--- src/rtl/kbd_fifo_if.sv ---
// rtl/kbd_fifo_if.sv - keyboard scancode FIFO bus bundle
//
// Purpose: groups the byte-in strobe, pop strobe and head-entry outputs of
//          kbd_fifo so they travel as one port.
// Ports (signals):
//   ps2_data [7:0]   received scancode byte
//   ps2_hit          one-cycle strobe, ps2_data valid
//   rd               one-cycle pop strobe
//   ovf_clr          one-cycle strobe, clears overflow
//   q [7:0]          head-entry scancode
//   q_ext            head entry was E0-prefixed
//   q_rel            head entry was F0-prefixed
//   empty            FIFO holds no entries
//   count [CW-1:0]   entries held, 0..DEPTH
//   overflow         sticky drop indicator
// Modports: master drives bytes/pops, slave is the FIFO.

interface kbd_fifo_if #(
  parameter int DEPTH = 16
);
  localparam int CW = $clog2(DEPTH) + 1;

  logic [7:0]    ps2_data;
  logic          ps2_hit;
  logic          rd;
  logic          ovf_clr;
  logic [7:0]    q;
  logic          q_ext;
  logic          q_rel;
  logic          empty;
  logic [CW-1:0] count;
  logic          overflow;

  modport master (
    output ps2_data, ps2_hit, rd, ovf_clr,
    input  q, q_ext, q_rel, empty, count, overflow
  );

  modport slave (
    input  ps2_data, ps2_hit, rd, ovf_clr,
    output q, q_ext, q_rel, empty, count, overflow
  );
endinterface

--- src/rtl/kbd_fifo.sv ---
// rtl/kbd_fifo.sv - PS/2 scancode prefix folder and first-word-fall-through FIFO
//
// Purpose: folds E0/F0 prefix bytes into ext/rel flags on the following code,
//          discards a dangling prefix after PREFIX_TIMEOUT clocks, and queues
//          completed {ext,rel,code} entries in a DEPTH-entry FWFT FIFO.
// Optional feature macro: KBD_FIFO_TYPEMATIC_FILTER_EN
//   defined   -> repeated make codes of a still-held key are suppressed
//   undefined -> every completed entry is queued
// Ports:
//   clock            system clock
//   reset            synchronous, active-high
//   bus (slave)      kbd_fifo_if: ps2_data/ps2_hit in, rd/ovf_clr in,
//                    q/q_ext/q_rel/empty/count/overflow out

module kbd_fifo #(
  parameter int DEPTH          = 16,
  parameter int PREFIX_TIMEOUT = 50000
) (
  input logic       clock,
  input logic       reset,
  kbd_fifo_if.slave bus
);

  localparam int AW = $clog2(DEPTH);
  localparam int CW = AW + 1;
  localparam int TW = $clog2(PREFIX_TIMEOUT) + 1;

  localparam logic [CW-1:0] FULL_CNT = CW'(DEPTH);
  localparam logic [TW-1:0] TMO_LAST = TW'(PREFIX_TIMEOUT - 1);

  localparam logic [1:0] ST_IDLE   = 2'd0;
  localparam logic [1:0] ST_E0     = 2'd1;
  localparam logic [1:0] ST_F0     = 2'd2;
  localparam logic [1:0] ST_E0F0   = 2'd3;

  localparam logic [7:0] CODE_E0 = 8'hE0;
  localparam logic [7:0] CODE_F0 = 8'hF0;

  logic [1:0]    state_q, state_d;
  logic [TW-1:0] tmo_q, tmo_d;
  logic [AW-1:0] wr_ptr_q, wr_ptr_d;
  logic [AW-1:0] rd_ptr_q, rd_ptr_d;
  logic [CW-1:0] count_q, count_d;
  logic          overflow_q, overflow_d;
  logic [9:0]    mem_q [DEPTH];

  logic          push_req;
  logic          ent_ext;
  logic          ent_rel;
  logic          suppress;
  logic          push_ok;
  logic          empty;
  logic          full;
  logic          pop;
  logic          do_push;
  logic          drop;
  logic [9:0]    head;

  // Prefix FSM: only a received byte moves it, except for the timeout
  // which quietly returns a stale prefix state to IDLE.
  always_comb begin
    state_d  = state_q;
    tmo_d    = tmo_q;
    push_req = 1'b0;
    ent_ext  = 1'b0;
    ent_rel  = 1'b0;
    if (bus.ps2_hit) begin
      tmo_d = '0;
      case (state_q)
        ST_IDLE: begin
          if (bus.ps2_data == CODE_E0)      state_d = ST_E0;
          else if (bus.ps2_data == CODE_F0) state_d = ST_F0;
          else                              push_req = 1'b1;
        end
        ST_E0: begin
          if (bus.ps2_data == CODE_F0) begin
            state_d = ST_E0F0;
          end else if (bus.ps2_data != CODE_E0) begin
            push_req = 1'b1;
            ent_ext  = 1'b1;
            state_d  = ST_IDLE;
          end
        end
        ST_F0: begin
          push_req = 1'b1;
          ent_rel  = 1'b1;
          state_d  = ST_IDLE;
        end
        default: begin
          push_req = 1'b1;
          ent_ext  = 1'b1;
          ent_rel  = 1'b1;
          state_d  = ST_IDLE;
        end
      endcase
    end else if (state_q != ST_IDLE) begin
      if (tmo_q == TMO_LAST) begin
        state_d = ST_IDLE;
        tmo_d   = '0;
      end else begin
        tmo_d = tmo_q + 1'b1;
      end
    end
  end

`ifdef KBD_FIFO_TYPEMATIC_FILTER_EN
  logic [8:0] last_make_q, last_make_d;
  logic       held_q, held_d;
  logic [8:0] ent_key;

  assign ent_key  = {ent_ext, bus.ps2_data};
  assign suppress = push_req && !ent_rel && held_q && (ent_key == last_make_q);

  always_comb begin
    last_make_d = last_make_q;
    held_d      = held_q;
    if (push_req && !suppress) begin
      if (!ent_rel) begin
        last_make_d = ent_key;
        held_d      = 1'b1;
      end else if (ent_key == last_make_q) begin
        held_d = 1'b0;
      end
    end
  end

  always_ff @(posedge clock) begin
    if (reset) begin
      last_make_q <= '0;
      held_q      <= 1'b0;
    end else begin
      last_make_q <= last_make_d;
      held_q      <= held_d;
    end
  end
`else
  assign suppress = 1'b0;
`endif

  assign push_ok = push_req && !suppress;

  assign empty   = (count_q == '0);
  assign full    = (count_q == FULL_CNT);
  assign pop     = bus.rd && !empty;
  // A full FIFO still accepts a push when a pop frees the head slot.
  assign do_push = push_ok && (!full || pop);
  assign drop    = push_ok && full && !pop;

  always_comb begin
    wr_ptr_d   = wr_ptr_q;
    rd_ptr_d   = rd_ptr_q;
    count_d    = count_q;
    overflow_d = overflow_q;
    if (do_push) wr_ptr_d = wr_ptr_q + 1'b1;
    if (pop)     rd_ptr_d = rd_ptr_q + 1'b1;
    case ({do_push, pop})
      2'b10:   count_d = count_q + 1'b1;
      2'b01:   count_d = count_q - 1'b1;
      default: count_d = count_q;
    endcase
    // Setting wins over a same-cycle clear.
    if (drop)             overflow_d = 1'b1;
    else if (bus.ovf_clr) overflow_d = 1'b0;
  end

  always_ff @(posedge clock) begin
    if (reset) begin
      state_q    <= ST_IDLE;
      tmo_q      <= '0;
      wr_ptr_q   <= '0;
      rd_ptr_q   <= '0;
      count_q    <= '0;
      overflow_q <= 1'b0;
    end else begin
      state_q    <= state_d;
      tmo_q      <= tmo_d;
      wr_ptr_q   <= wr_ptr_d;
      rd_ptr_q   <= rd_ptr_d;
      count_q    <= count_d;
      overflow_q <= overflow_d;
    end
  end

  // Storage needs no reset; outputs are masked while empty.
  always_ff @(posedge clock) begin
    if (do_push) mem_q[wr_ptr_q] <= {ent_ext, ent_rel, bus.ps2_data};
  end

  assign head         = mem_q[rd_ptr_q];
  assign bus.q        = empty ? 8'h00 : head[7:0];
  assign bus.q_ext    = empty ? 1'b0  : head[9];
  assign bus.q_rel    = empty ? 1'b0  : head[8];
  assign bus.empty    = empty;
  assign bus.count    = count_q;
  assign bus.overflow = overflow_q;

endmodule

--- src/flat_wrapper.sv ---
// flat-port wrapper written by rule: the top's interface ports become plain ports
module kbd_fifo_flat 
#(
  parameter int DEPTH          = 16,
  parameter int PREFIX_TIMEOUT = 50000
)
  (clock, reset, bus_ps2_data, bus_ps2_hit, bus_rd, bus_ovf_clr, bus_q, bus_q_ext, bus_q_rel, bus_empty, bus_count, bus_overflow);
  kbd_fifo_if #(.DEPTH(DEPTH)) bus_i ();
  input logic clock;
  input logic reset;
  input wire logic [$bits(bus_i.ps2_data)-1:0] bus_ps2_data;
  input wire logic [$bits(bus_i.ps2_hit)-1:0] bus_ps2_hit;
  input wire logic [$bits(bus_i.rd)-1:0] bus_rd;
  input wire logic [$bits(bus_i.ovf_clr)-1:0] bus_ovf_clr;
  output wire logic [$bits(bus_i.q)-1:0] bus_q;
  output wire logic [$bits(bus_i.q_ext)-1:0] bus_q_ext;
  output wire logic [$bits(bus_i.q_rel)-1:0] bus_q_rel;
  output wire logic [$bits(bus_i.empty)-1:0] bus_empty;
  output wire logic [$bits(bus_i.count)-1:0] bus_count;
  output wire logic [$bits(bus_i.overflow)-1:0] bus_overflow;
  assign bus_i.ps2_data = bus_ps2_data;
  assign bus_i.ps2_hit = bus_ps2_hit;
  assign bus_i.rd = bus_rd;
  assign bus_i.ovf_clr = bus_ovf_clr;
  assign bus_q = bus_i.q;
  assign bus_q_ext = bus_i.q_ext;
  assign bus_q_rel = bus_i.q_rel;
  assign bus_empty = bus_i.empty;
  assign bus_count = bus_i.count;
  assign bus_overflow = bus_i.overflow;
  kbd_fifo #(.DEPTH(DEPTH), .PREFIX_TIMEOUT(PREFIX_TIMEOUT)) u_core (.clock(clock), .reset(reset), .bus(bus_i));
endmodule
--- config.mk ---
export PLATFORM = sky130hd
export DESIGN_NAME = kbd_fifo_flat
export DESIGN_NICKNAME = d
export VERILOG_FILES = /design/src/rtl/kbd_fifo_if.sv /design/src/rtl/kbd_fifo.sv /design/src/flat_wrapper.sv
export SDC_FILE = /design/constraint.sdc
export NUM_CORES = 1
export LEC_CHECK = 0
export CAP_MARGIN = 20
export CELL_PAD_IN_SITES_DETAIL_PLACEMENT = 1
export CELL_PAD_IN_SITES_GLOBAL_PLACEMENT = 2
export CORE_MARGIN = 3
export CORE_UTILIZATION = 41
export CTS_BUF_LIST = sky130_fd_sc_hd__clkbuf_4 sky130_fd_sc_hd__clkbuf_8 sky130_fd_sc_hd__clkbuf_16
export DETAILED_ROUTE_END_ITERATION = 7
export PLACE_DENSITY_LB_ADDON = 0.05
export RECOVER_POWER = 25
export SYNTH_ARGS = -nofsm -noshare
export SYNTH_HDL_FRONTEND = slang
export SYNTH_SLANG_ARGS = --single-unit
--- constraint.sdc ---
create_clock -name clock -period 2.79 [get_ports clock]
set_input_delay 0.558 -clock clock [delete_from_list [all_inputs] [get_ports clock]]
set_output_delay 0.558 -clock clock [all_outputs]
set_load 0.02 [all_outputs]
==> flow_summary.yaml <==
route:
  wl_um: 19100
  drtPass1Iterations: 4
  viasPerCell: 5.39
  drc: 0
  final_antenna_net_count: 0
  dr_total_vias: 4618
  drt-wirelength-per-cell_um: 22.3
  drt_iter0_drc: 240
clocking:
  cts_max_level: 4
  clock_latency_ns: 0.43
  cts_tree: "yes"
  cts_inserted_buffers: 17
  clk_pin_slew_ns: 0.07
  clkSinkCount: 197
  clockBufferDepth: 2
  cts-root-buf: "clkbuf_16"
hold_path:
  hp-class: "flip-flop to flip-flop"
timing:
  max_freq_mhz: 367
  fin_crit_ns: 2.73
  hold_ws_ns: 0.494
  period_share_pct: 97.7
  worst_slew_pin_slew_ns: 0.703
  skew_ns: 0.00939
  setup_viol_count_final: 0
  final_max_slew_viol_count: 0
  rsz0062_at_grt: "true"
  timing.slew.headroom_pct: 52.8
  hold_viol_final: 0
cells_and_area:
  antennaDiodeCount: 0
  area_growth_pct: 23.6
  nNetsFinal: 606
  drive_gt1_share_pct: 28.4
  final_common_cell: "edfxtp_1"
  post-route-cell-area_um2: 9980
  stdcell_count: 856
  mostFrequentLayoutCells: "160 x edfxtp_1, 50 x buf_4, 40 x mux4_2"
critical_path:
  critPathLaunchType: "flip-flop"
  max_stage_delay_ns: 0.55
  path_class: "flip-flop to output port"
  crit_chain: "bufbuf_16, mux4_2, mux2i_4, o22ai_2, buf_2"
  critical_path.max_fanout: 7
  cp.required_ns: 2.23
  cp_data_arrival_time_ns: 2.17
  crit_path_end_kind: "output port"
  reg2reg_slack_ns: 0.23
  slowest_stage: "mux4_2"
synth:
  syn-cell-area_um2: 8080
  synth_area_leaders: "edfxtp_1 59%, mux4_2 11%, dfxtp_1 9.2%"
  synth_top_area_share_pct: 59.5
  synth_edf_count: 160
  syn_avg_cell_area_um2: 16.8
  synth-seq-cells: 197
  synth_cell_types: 50
  ys_warn_count: 0
  async_reset_ff_share_pct: 0
  synth_fp_nets: 504
  syn-instance-count: 481
  yosysSeqAreaShare_pct: 68.7
  yosysTopAreaCell: "edfxtp_1"
  synth_ff_type: "edfxtp_1"
pwr:
  ir_drop_uv: 516
  clkPwrFrac_pct: 29.5
  combinationalPowerShare_pct: 29.6
  p_sw_mw: 2.39
  cell_internal_pwr_mw: 5.73
  power_frac_seq_pct: 40.9
  p_sw_share_pct: 29.4
  power.total_mw: 8.12
  power_density_nw_per_um2: 813
  p_leak_nw: 3.24
placed_design:
  dp_cells: 815
  placed_area_um2: 9290
  place.gp.congestion: 0.809
  hpwl_um: 12400
  io_buffers: 29
global_route:
  grt_first_pass_wirelength_um: 30100
  grt_max_degree: 23
  grt-ovfl-total: 0
  grt_use_total_pct: 18.7
  grt_pass1_vias: 4991
  antenna_found_initial: 0
floorplanning:
  die-area_um2: 21400
  core_um2: 19000
  dieHeight_um: 146
  io_pins: 30
  die_x_um: 146
  num_rows: 50
  start_util_pct: 42.5
status:
  status: "complete, no violations"
flow_run:
  max_cap_violations: 0
[per-layer routing]
metal	vias to the layer above	global-route usage (%)	part of all wire, %
met5	-	0	0
met2	79	31.4	50
met3	15	3.82	4.4
met4	0	4.23	0.87
met1	2402	25.4	44
li1	2122	-	-
[stage by stage]
step | utilization (%) | setup slack, ns | setup TNS [ns]
floorplan | - | 0.111 | 0
global placement | 48.8 | -0.401 | -21.34
detailed placement | 48.8 | -0.510 | -25.86
CTS | 52.5 | -0.0363 | -0.0388
global route | 52.5 | -0.0141 | -0.0263
finish | 52.5 | 0.0644 | 0
[path summary, 6_finish.rpt]
path | startpoint | to | cells past startpoint
min reg2reg | u_core.tmo_q[1]$_SDFFE_PP0N_ | u_core.tmo_q[1]$_SDFFE_PP0N_ | 2
min | u_core.tmo_q[1]$_SDFFE_PP0N_ | u_core.tmo_q[1]$_SDFFE_PP0N_ | 2
max reg2reg | u_core.bus.count[2]$_SDFFE_PP0P_ | u_core.bus.count[4]$_SDFFE_PP0P_ | 9
max | flip-flop | bus_q_ext | 5
[what timing repair did]
item | CTS | global route
setup buffers | 5 | 2
setup endpoints to repair | 12 | 11
gates resized for setup | 50 | 11
pin swaps | 0 | 1
hold buffers | 0 | 0
gates cloned | 1 | 0
[flip-flops by register name, summed over array words and instances (netlist names), named ones only]
name	flops
u_core.bus.overflow	1
u_core.tmo_q	17
u_core.rd_ptr_q	4
u_core.mem_q	160
u_core.wr_ptr_q	4
u_core.bus.count	5
u_core.state_q	2
[cell type report]
type	instances	area, um2
fill	1846	9030
inverter	9	33.8
clock inverter	14	154
tap	260	325
multi-input combinational	255	2470
sequential	197	5550
timing repair buffer	103	1020
clock buffer	18	433
[cells in the mapped netlist (all sizes together) (2+ instances only)]
| master | instances |
|---|---|
| nor4b | 3 |
| o21a | 2 |
| or3 | 5 |
| mux4 | 40 |
| a21o | 2 |
| nor3 | 4 |
| o31ai | 3 |
| nand2 | 8 |
| mux2 | 3 |
| buf | 6 |
| nor2 | 28 |
| o21ai | 13 |
| a311oi | 2 |
| edfxtp | 160 |
| and2 | 14 |
| mux2i | 24 |
| o211ai | 3 |
| nor3b | 2 |
| nor2b | 4 |
| or2 | 4 |
| xnor2 | 10 |
| dfxtp | 37 |
| o22ai | 10 |
| and4 | 5 |
| xor2 | 5 |
| clkbuf | 14 |
| a2111oi | 2 |
| nand4 | 2 |
| ha | 9 |
| nand3 | 9 |
| nand2b | 3 |
| or4 | 5 |
| nor4 | 6 |
| nand4b | 2 |
| inv | 9 |
| and3 | 3 |
| a21oi | 13 |
[worst max-delay path, delay by kind of cell, from the launching register on]
family,cells,cell delay [ns]
compound gates,1,0.12
buf+inv,2,0.46
flops,1,0.40
mux,2,0.75
[logic make-up (layout without fill, tap and decap cells)]
| family | Yosys count | after routing | share of synthesized area (%) |
|---|---|---|---|
| DFF | 197 | 197 | 68.7 |
| adders and majority gates | 10 | 10 | 1.64 |
| buffers and inverters | 29 | 144 | 1.46 |
| xor gates and xnor gates | 15 | 15 | 1.63 |
| AOI/OAI and AO/OA | 55 | 55 | 4.35 |
| and+or+nand+nor | 108 | 108 | 7.56 |
| muxes | 67 | 67 | 14.7 |
[power by group through the flow]
stage          clock network [mW]  registers [mW]  logic (mW)
5_1_grt                      2.58            3.33        2.59
4_1_cts                      2.45            3.32        2.42
3_3_place_gp                    0            3.37        2.30
2_1_floorplan                   0            3.40        1.27
3_5_place_dp                    0            3.37        2.32
6_report                     2.39            3.32        2.40
Note: power is estimated with default switching activity, not from simulation.
